File: src/rtl/dmux8way_arbiter_if.sv
// Purpose : bundle of the arbiter's request, write-strobe and grant signals.
// Latency : none; wires only.
// Backpressure: none; a requester holds its req bit until it is granted.
// Ports   : req[7:0], load_in (requester side); gnt[7:0], sel[2:0], busy,
//           load_out[7:0], preempt (arbiter side).
interface dmux8way_arbiter_if;
  logic [7:0] req;
  logic       load_in;
  logic [7:0] gnt;
  logic [2:0] sel;
  logic       busy;
  logic [7:0] load_out;
  logic       preempt;

  // Requester / bank side.
  modport master (
    output req, load_in,
    input  gnt, sel, busy, load_out, preempt
  );

  // Arbiter side.
  modport slave (
    input  req, load_in,
    output gnt, sel, busy, load_out, preempt
  );
endinterface

File: src/rtl/dmux8way_arbiter.sv
// Purpose : round-robin arbiter over eight requesters steering one write strobe
//           through an 8-way demux onto the owner's load line.
// Latency : 1 cycle req->gnt and release->handover; load_in->load_out is 0 cycles.
// Backpressure: a requester waits with req held until granted; the owner keeps
//           the path until it drops req (or is preempted when the hold limit is on).
// Ports   : clk, reset (async, active high); bus (dmux8way_arbiter_if.slave).
// Option  : define ARB_HOLD_LIMIT_EN to cap ownership at MAX_HOLD cycles while
//           others wait; otherwise preempt is constant 0.

// Purpose : 1-to-8 demux of a single strobe onto the line selected by sel.
// Latency : combinational.
// Backpressure: none.
module dmux8way_gate (
  input  logic       in,
  input  logic [2:0] sel,
  output logic [7:0] out
);
  always_comb begin
    out      = 8'h00;
    out[sel] = in;
  end
endmodule

module dmux8way_arbiter #(
  parameter int MAX_HOLD = 4
) (
  input  logic                 clk,
  input  logic                 reset,
  dmux8way_arbiter_if.slave    bus
);

  if (MAX_HOLD < 1 || MAX_HOLD > 255) begin : g_bad_max_hold
    $error("dmux8way_arbiter: MAX_HOLD must be in 1..255");
  end

  typedef enum logic {IDLE, GRANT} state_t;

  state_t     state, state_n;
  logic [7:0] gnt, gnt_n;
  logic [2:0] sel, sel_n;
  logic [2:0] last, last_n;
  logic       busy, busy_n;

  // Returns {found, index}: first set bit scanning last+1, last+2, ... last.
  // Iterating from the far end lets the nearest candidate overwrite the rest.
  function automatic logic [3:0] rr_pick(input logic [7:0] r, input logic [2:0] l);
    logic [3:0] res;
    logic [2:0] idx;
    res = 4'h0;
    for (int k = 8; k >= 1; k--) begin
      idx = l + 3'(k);
      if (r[idx]) res = {1'b1, idx};
    end
    return res;
  endfunction

  logic [3:0] pick_any;
  logic [3:0] pick_oth;
  logic       take;
  logic [2:0] win;

`ifdef ARB_HOLD_LIMIT_EN
  localparam int CW = $clog2(MAX_HOLD + 1);
  logic [CW-1:0] hold_cnt, hold_cnt_n;
  logic          preempt_q, preempt_n;
`endif

  always_comb begin
    state_n  = state;
    gnt_n    = gnt;
    sel_n    = sel;
    last_n   = last;
    busy_n   = busy;
    take     = 1'b0;
    win      = 3'd0;
`ifdef ARB_HOLD_LIMIT_EN
    preempt_n  = 1'b0;
    hold_cnt_n = hold_cnt;
`endif
    pick_any = rr_pick(bus.req, last);
    // Everyone except the current owner; used on release and on preemption.
    pick_oth = rr_pick(bus.req & ~gnt, last);

    case (state)
      IDLE: begin
        if (pick_any[3]) begin
          take = 1'b1;
          win  = pick_any[2:0];
        end
      end
      GRANT: begin
        if (bus.req[sel]) begin
`ifdef ARB_HOLD_LIMIT_EN
          // hold_cnt counts completed cycles, so the current cycle is number
          // hold_cnt+1; at MAX_HOLD the owner yields to any waiting requester.
          if (hold_cnt >= CW'(MAX_HOLD - 1) && pick_oth[3]) begin
            take      = 1'b1;
            win       = pick_oth[2:0];
            preempt_n = 1'b1;
          end else if (hold_cnt != CW'(MAX_HOLD)) begin
            hold_cnt_n = hold_cnt + CW'(1);
          end
`endif
        end else if (pick_oth[3]) begin
          take = 1'b1;
          win  = pick_oth[2:0];
        end else begin
          state_n = IDLE;
          gnt_n   = 8'h00;
          busy_n  = 1'b0;
        end
      end
      default: state_n = IDLE;
    endcase

    if (take) begin
      state_n = GRANT;
      gnt_n   = 8'd1 << win;
      sel_n   = win;
      last_n  = win;
      busy_n  = 1'b1;
`ifdef ARB_HOLD_LIMIT_EN
      hold_cnt_n = '0;
`endif
    end
  end

  always_ff @(posedge clk or posedge reset) begin
    if (reset) begin
      state <= IDLE;
      gnt   <= 8'h00;
      sel   <= 3'd0;
      last  <= 3'd7;
      busy  <= 1'b0;
    end else begin
      state <= state_n;
      gnt   <= gnt_n;
      sel   <= sel_n;
      last  <= last_n;
      busy  <= busy_n;
    end
  end

`ifdef ARB_HOLD_LIMIT_EN
  always_ff @(posedge clk or posedge reset) begin
    if (reset) begin
      hold_cnt  <= '0;
      preempt_q <= 1'b0;
    end else begin
      hold_cnt  <= hold_cnt_n;
      preempt_q <= preempt_n;
    end
  end
  assign bus.preempt = preempt_q;
`else
  assign bus.preempt = 1'b0;
`endif

  assign bus.gnt  = gnt;
  assign bus.sel  = sel;
  assign bus.busy = busy;

  // Strobe reaches the bank only while someone owns the path.
  dmux8way_gate u_gate (
    .in  (bus.load_in & busy),
    .sel (sel),
    .out (bus.load_out)
  );

endmodule

File: src/flat_wrapper.sv
// flat-port wrapper written by rule: the top's interface ports become plain ports
module dmux8way_arbiter_flat 
#(
  parameter int MAX_HOLD = 4
)
  (clk, reset, bus_req, bus_load_in, bus_gnt, bus_sel, bus_busy, bus_load_out, bus_preempt);
  dmux8way_arbiter_if bus_i ();
  input  logic clk;
  input  logic reset;
  input wire logic [$bits(bus_i.req)-1:0] bus_req;
  input wire logic [$bits(bus_i.load_in)-1:0] bus_load_in;
  output wire logic [$bits(bus_i.gnt)-1:0] bus_gnt;
  output wire logic [$bits(bus_i.sel)-1:0] bus_sel;
  output wire logic [$bits(bus_i.busy)-1:0] bus_busy;
  output wire logic [$bits(bus_i.load_out)-1:0] bus_load_out;
  output wire logic [$bits(bus_i.preempt)-1:0] bus_preempt;
  assign bus_i.req = bus_req;
  assign bus_i.load_in = bus_load_in;
  assign bus_gnt = bus_i.gnt;
  assign bus_sel = bus_i.sel;
  assign bus_busy = bus_i.busy;
  assign bus_load_out = bus_i.load_out;
  assign bus_preempt = bus_i.preempt;
  dmux8way_arbiter #(.MAX_HOLD(MAX_HOLD)) u_core (.clk(clk), .reset(reset), .bus(bus_i));
endmodule
File: config.mk
export PLATFORM = sky130hd
export DESIGN_NAME = dmux8way_arbiter_flat
export DESIGN_NICKNAME = d
export VERILOG_FILES = /design/src/rtl/dmux8way_arbiter_if.sv /design/src/rtl/dmux8way_arbiter.sv /design/src/flat_wrapper.sv
export SDC_FILE = /design/constraint.sdc
export NUM_CORES = 1
export LEC_CHECK = 0
export ABC_AREA = 0
export ABC_CLOCK_PERIOD_IN_PS = 8200
export CAP_MARGIN = 5
export CORE_MARGIN = 2
export CORE_UTILIZATION = 40
export CTS_CLUSTER_DIAMETER = 60
export DETAILED_ROUTE_END_ITERATION = 7
export GPL_ROUTABILITY_DRIVEN = 0
export HOLD_SLACK_MARGIN = 0.06
export PLACE_DENSITY = 0.61
export SETUP_SLACK_MARGIN = 0.15
export SLEW_MARGIN = 20
export SYNTH_ARGS = -nofsm -noshare
export SYNTH_HDL_FRONTEND = slang
export SYNTH_SLANG_ARGS = --single-unit
File: constraint.sdc
create_clock -name clk -period 8.2 [get_ports clk]
set_input_delay 1.23 -clock clk [delete_from_list [all_inputs] [get_ports clk]]
set_output_delay 1.23 -clock clk [all_outputs]
set_load 0.01 [all_outputs]
==> flow_metrics.tcl <==
set metrics [dict create \
    grt_antenna_before_repair 0 \
    synthesis.nets 310 \
    start_kind "register" \
    multi_input_area_um2 2180 \
    die_w_um 86.7 \
    seq_area_um2 404 \
    max_clock_freq_mhz 198 \
    grt_pass1_vias 2391 \
    clock_latency_ps 250 \
    critPathKind "reg2reg" \
    syn-cell-area_um2 2740 \
    start_util_pct 40.8 \
    drive_gt1_share_pct 14.2 \
    syn_area_per_cell_um2 9.22 \
    placed_cells 386 \
    cp_top_family "multiplexers" \
    dr.pass1.iters 5 \
    pin_count 32 \
    final_cells 390 \
    dieArea_um2 7520 \
    drc 0 \
    clock-root-buffer "clkbuf_8" \
    clk_path_buf_depth 2 \
    ys_seq_elements 16 \
    postCtsSetupRepairBufs 0 \
    grt_max_degree 36 \
    num-nets-final 324 \
    crit_chain "inv_1, ha_1, mux4_1, mux2i_1, nor4b_2, a41oi_1, o41a_1, a41oi_4, inv_2, a32o_1" \
    cts_tree "built" \
    antennaDiodeCount 0 \
    finalCritPeriodShare_pct 61.6 \
    synthToLayoutAreaGrowth_pct 12.9 \
    first_iter_violations 273 \
    setup_tns_ps 0 \
    grt-ovfl-total 0 \
    ys_seq_area_share_pct 14.8 \
    fp.coreArea_um2 6720 \
    rsz0062_at_grt "false" \
    critPathSlowestCell "ha_1" \
    wl_um 8120 \
    cts_made_buffers 3 \
    fillCellCount 625 \
    clock_sinks 16 \
    post_cts_resized 0 \
    cp_num_buf_inv 2 \
    yosys_warnings 0 \
    grt_busiest_layer "met2" \
    cp.required_ps 8340 \
    critPathMaxFanout 29 \
    hp-class "reg2reg" \
    hold_viol_final 0 \
    grt_usage_pct 21.6 \
    numPortBuffers 30 \
    use_met1_pct 31.4 \
    drt-wirelength-per-cell_um 20.8 \
    dieHeight_um 86.7 \
    synth_edf_count 0 \
    antenna_left 0 \
    arrival_ps 5190 \
    vias 2637 \
    max_slew.worst_pin.slew_ps 841 \
    dp_hpwl_um 6030 \
    use_met3_pct 2.86 \
    fin_worst_skew_ps 2.22 \
    outcome "complete, no violations" \
    rows 30 \
    cpPeakStageDelay_ps 970 \
    syn_inst 297 \
    synth_ff_type "dfrtp_1" \
    grt_pass1_wl_um 12900 \
    met2_usage_pct 33.4 \
    routed_via_density 6.76 \
    async_flop_share_pct 100 \
    clk_pin_slew_ps 60 \
    finalMaxSlewViolations 0 \
    slew_headroom_pct 43.9 \
    worstSetupEndpointType "register" \
    h-tree-depth 1 \
    setup_viol 0 \
    maxCapViolations 0 \
    layout.cells.most_common "clkdlybuf4s50_1" \
    ctsHoldBuffers 0 \
    mostFrequentLayoutCells "clkdlybuf4s50_1 (30), nor2_1 (24), nand2_1 (20)" \
    finalCriticalPeriod_ps 5050 \
    synth.distinct_cells 69 \
]
[cell usage after synthesis (all sizes together), types with 3 or more instances]
| cell type | n | area, µm² |
|---|---|---|
| mux2 | 12 | 139 |
| nor2 | 24 | 90.1 |
| and2 | 3 | 18.8 |
| xor2 | 3 | 26.3 |
| buf | 12 | 67.6 |
| clkbuf | 9 | 33.8 |
| a21oi | 13 | 65.1 |
| nand2 | 21 | 81.3 |
| nor3b | 5 | 37.5 |
| inv | 13 | 48.8 |
| o21ai | 10 | 50.1 |
| nand4 | 6 | 37.5 |
| o211ai | 7 | 52.6 |
| a41oi | 3 | 45.1 |
| a211oi | 10 | 75.1 |
| mux4 | 26 | 642 |
| nand3 | 5 | 25.0 |
| nor3 | 10 | 50.1 |
| a221oi | 3 | 26.3 |
| nand2b | 11 | 78.8 |
| o31ai | 7 | 52.6 |
| nor2b | 9 | 56.3 |
| mux2i | 14 | 144 |
| dfstp | 3 | 78.8 |
| dfrtp | 13 | 325 |
| a32o | 4 | 40.0 |
[stage by stage]
| step | hold WS, ps | util (%) | area [µm²] | setup slack [ps] |
|---|---|---|---|---|
| 2_1_floorplan | 528 | - | 2740 | 4450 |
| 3_3_place_gp | 497 | 45.2 | 3040 | 3340 |
| 3_5_place_dp | 509 | 45.2 | 3040 | 3230 |
| 4_1_cts | 527 | 46.0 | 3090 | 3210 |
| 5_1_grt | 543 | 46.0 | 3090 | 2930 |
| 6_report | 527 | 46.0 | 3090 | 3150 |
[area by class of cell]
cell class	instances	area share, %
clock buffer	4	1.78
inverter	14	1.70
multi-input combinational	246	70.5
sequential	16	13.1
tap	80	3.24
timing repair buffer	30	9.71
[registers in the layout (all words and copies together) (netlist names)]
name,cells
u_core.bus.gnt,8
u_core.bus.busy,1
u_core.state,1
u_core.bus.sel,3
u_core.last,3
[cell families after synthesis]
logic type | after synthesis | share of synthesized area, %
adder cells (fa/ha/maj) | 2 | 0.914
XOR/XNOR | 5 | 1.60
multiplexers | 52 | 33.8
AND/OR/NAND/NOR | 106 | 21.2
buffers and inverters | 35 | 5.62
flip-flops | 16 | 14.8
AO/OA/AOI/OAI | 80 | 22.0
other | 1 | 0.137
[path summary, 6_finish.rpt]
check | from | endpoint | slack [ps] | depth (start not counted)
max | u_core.last[1] | u_core.bus.gnt[7] | 3150 | 10
min | u_core.bus.gnt[4] | u_core.bus.gnt[4] | 530 | 1
max reg2reg | u_core.last[1] | u_core.bus.gnt[7] | 3150 | 10
min reg2reg | u_core.bus.gnt[4] | u_core.bus.gnt[4] | 530 | 1
max in group asynchronous | reset | u_core.bus.gnt[2] | 6480 | 2
min in group asynchronous | reset | u_core.bus.gnt[0] | 1340 | 2
[layer usage]
layer / wire, µm / part of all wire [%]
met1: 3610 / 44
met4: 149 / 1.8
met5: 0 / 0
met3: 628 / 7.7
met2: 3730 / 46
Power is not shown: default switching activity piles up to over one toggle a cycle in this logic, so the estimate is an artifact.
==> RTL edit: new RTL, same settings <==
Build with the macro `ARB_HOLD_LIMIT_EN` defined.
--- a/src/rtl/dmux8way_arbiter.sv
+++ b/src/rtl/dmux8way_arbiter.sv
@@ -10,6 +10,8 @@
 // Purpose : 1-to-8 demux of a single strobe onto the line selected by sel.
 // Latency : combinational.
 // Backpressure: none.
+`define ARB_HOLD_LIMIT_EN
+
 module dmux8way_gate (
   input  logic       in,
   input  logic [2:0] sel,
Function: changed (Yosys sat finds a counterexample within 10 cycles, from zero or initial values and one cycle with reset high).
==> RTL edit against the original RTL <==
- area after synthesis is 0.46% higher
- wire length is 1.7% lower
- largest cell class unchanged
- design area is 0.57% higher
- global-route usage is 0.15 points higher
- maximum frequency is 18% higher
- critical path type unchanged
- final cell count is 2.1% higher
- setup slack better by 0.77 ns
- via count is 0.38% higher
- sequential cell count is 4 higher
- highest routed layer unchanged
Power is not shown: default switching activity piles up to over one toggle a cycle in this logic, so the estimate is an artifact.
==> RTL edit: results (changes against the original RTL) <==
Timing
The final clock skew was 0.003409 ns (was 0.002217 ns). The slew of the pin with the lowest slew margin came to 0.8759 ns (was 0.8415 ns).

Final layout
The count of plain and timing-repair buffers in the layout is 32 (was 30). The number of signal-net inverters in the final layout is 12 (was 14). The final-layout fill cell count was 638 (was 625). The fraction of final layout cells with drive strength greater than 1 is 15.41% (was 14.19%).

The number of nets in the layout was 335 (was 324). The register share of the cell area is 16.21% (was 13.07%). The number of combinational gates with multiple inputs is 250 (was 246). The fraction of standard cell area in multi-input logic was 67.46% (was 70.51%).

Placed design
The port buffer count is 31 (was 30). The half-perimeter wire length of the detailed placement result is 6.064 mm (was 6.034 mm). The number of cells after detailed placement is 394 (was 386).

Yosys
The most numerous cell in the Yosys netlist is sky130_fd_sc_hd__nand2_1 (was sky130_fd_sc_hd__nor2_1). The mean post-synth cell area came to 9.264 sq um (was 9.222 sq um). The portion of netlist area occupied by mux cells came to 28.88% (was 33.76%). Top cells by instance count after synthesis: 38 x sky130_fd_sc_hd__nand2_1, 21 x sky130_fd_sc_hd__mux2i_1, 19 x sky130_fd_sc_hd__mux4_2 (was 24 x sky130_fd_sc_hd__nor2_1, 20 x sky130_fd_sc_hd__nand2_1, 15 x sky130_fd_sc_hd__mux4_1). The xor and xnor fraction of the mapped netlist area is 2.865% (was 1.599%). The post-synthesis share of cell area spent on full adders, half adders and majority gates is 2.274% (was 0.9137%). The number of synthesized register bits is 20 (was 16).

The top-area cell type share of the netlist area is 15.55% (was 14.39%).

Status
Outcome: complete, no violations (unchanged).

Global route
The maximum number of pins on one net before global-route repair was 38 (was 36). The via count of the first global-routing pass was 2480 (was 2391). The first-pass GRT wire length is 13.07 mm (was 12.88 mm).

The global routing usage summed across all routing layers is 21.75% (was 21.60%).

Routing
The via count came to 2647 (was 2637). The post-detailed-route wirelength per cell came to 20.04 microns (was 20.81 microns). The wire length reported by the detailed router is 7.975 mm (was 8.117 mm).

The DRC marker count from the first detailed-route iteration is 251 (was 273).

Setup path
The kind of cell adding the most delay to the critical path is compound AO/OA/AOI/OAI gates (was multiplexers). The peak per-stage delay on the critical path is 0.87 ns (was 0.97 ns). The highest-delay cell along the critical path is sky130_fd_sc_hd__dfstp_2 (was sky130_fd_sc_hd__ha_1).

The worst setup slack for register-to-register paths is 3.92 ns (was 3.15 ns).

Floorplan
The die area was 7558 sq um (was 7525 sq um).
-- RTL edit: how the worst min path moves through the flow --
stage / start / to / cells after the start
CTS: u_core.bus.gnt[7] / u_core.bus.gnt[7] / 1
detailed placement: u_core.bus.gnt[7] / u_core.bus.gnt[7] / 1
floorplan: u_core.state / u_core.bus.preempt / 2
global placement: u_core.bus.gnt[7] / u_core.bus.gnt[7] / 1
finish: u_core.bus.gnt[7] / u_core.bus.gnt[7] / 1
global route: u_core.bus.gnt[6] / u_core.bus.gnt[6] / 1
-- RTL edit: cell families (layout without fill, tap and decap cells) --
logic type / Yosys count / count (layout)
AND/OR/NAND/NOR: 114 / 114
AO/OA/AOI/OAI: 74 / 74
multiplexers: 51 / 51
buffers and inverters: 27 / 48
flip-flops: 20 / 20
XOR/XNOR: 6 / 6
adder cells (fa/ha/maj): 5 / 5
-- RTL edit: per-stage QoR --
step	area [sq um]	hold slack, ns	utilization, %	worst slack [ns]
2_1_floorplan	2751	0.5375	-	4.586
3_3_place_gp	3065	0.5189	45.62	3.883
3_5_place_dp	3065	0.5116	45.62	3.845
4_1_cts	3110	0.5330	46.29	3.972
5_1_grt	3110	0.5535	46.29	3.673
6_report	3110	0.5250	46.29	3.924
-- RTL edit: routing by layer --
metal | track usage (%) | wire (microns) | part of all wire (%)
met2 | 34.35 | 3695 | 46
met4 | 6.676 | 170 | 2.1
met3 | 2.085 | 516 | 6.5
met1 | 31.52 | 3592 | 45
met5 | 0 | 0 | 0
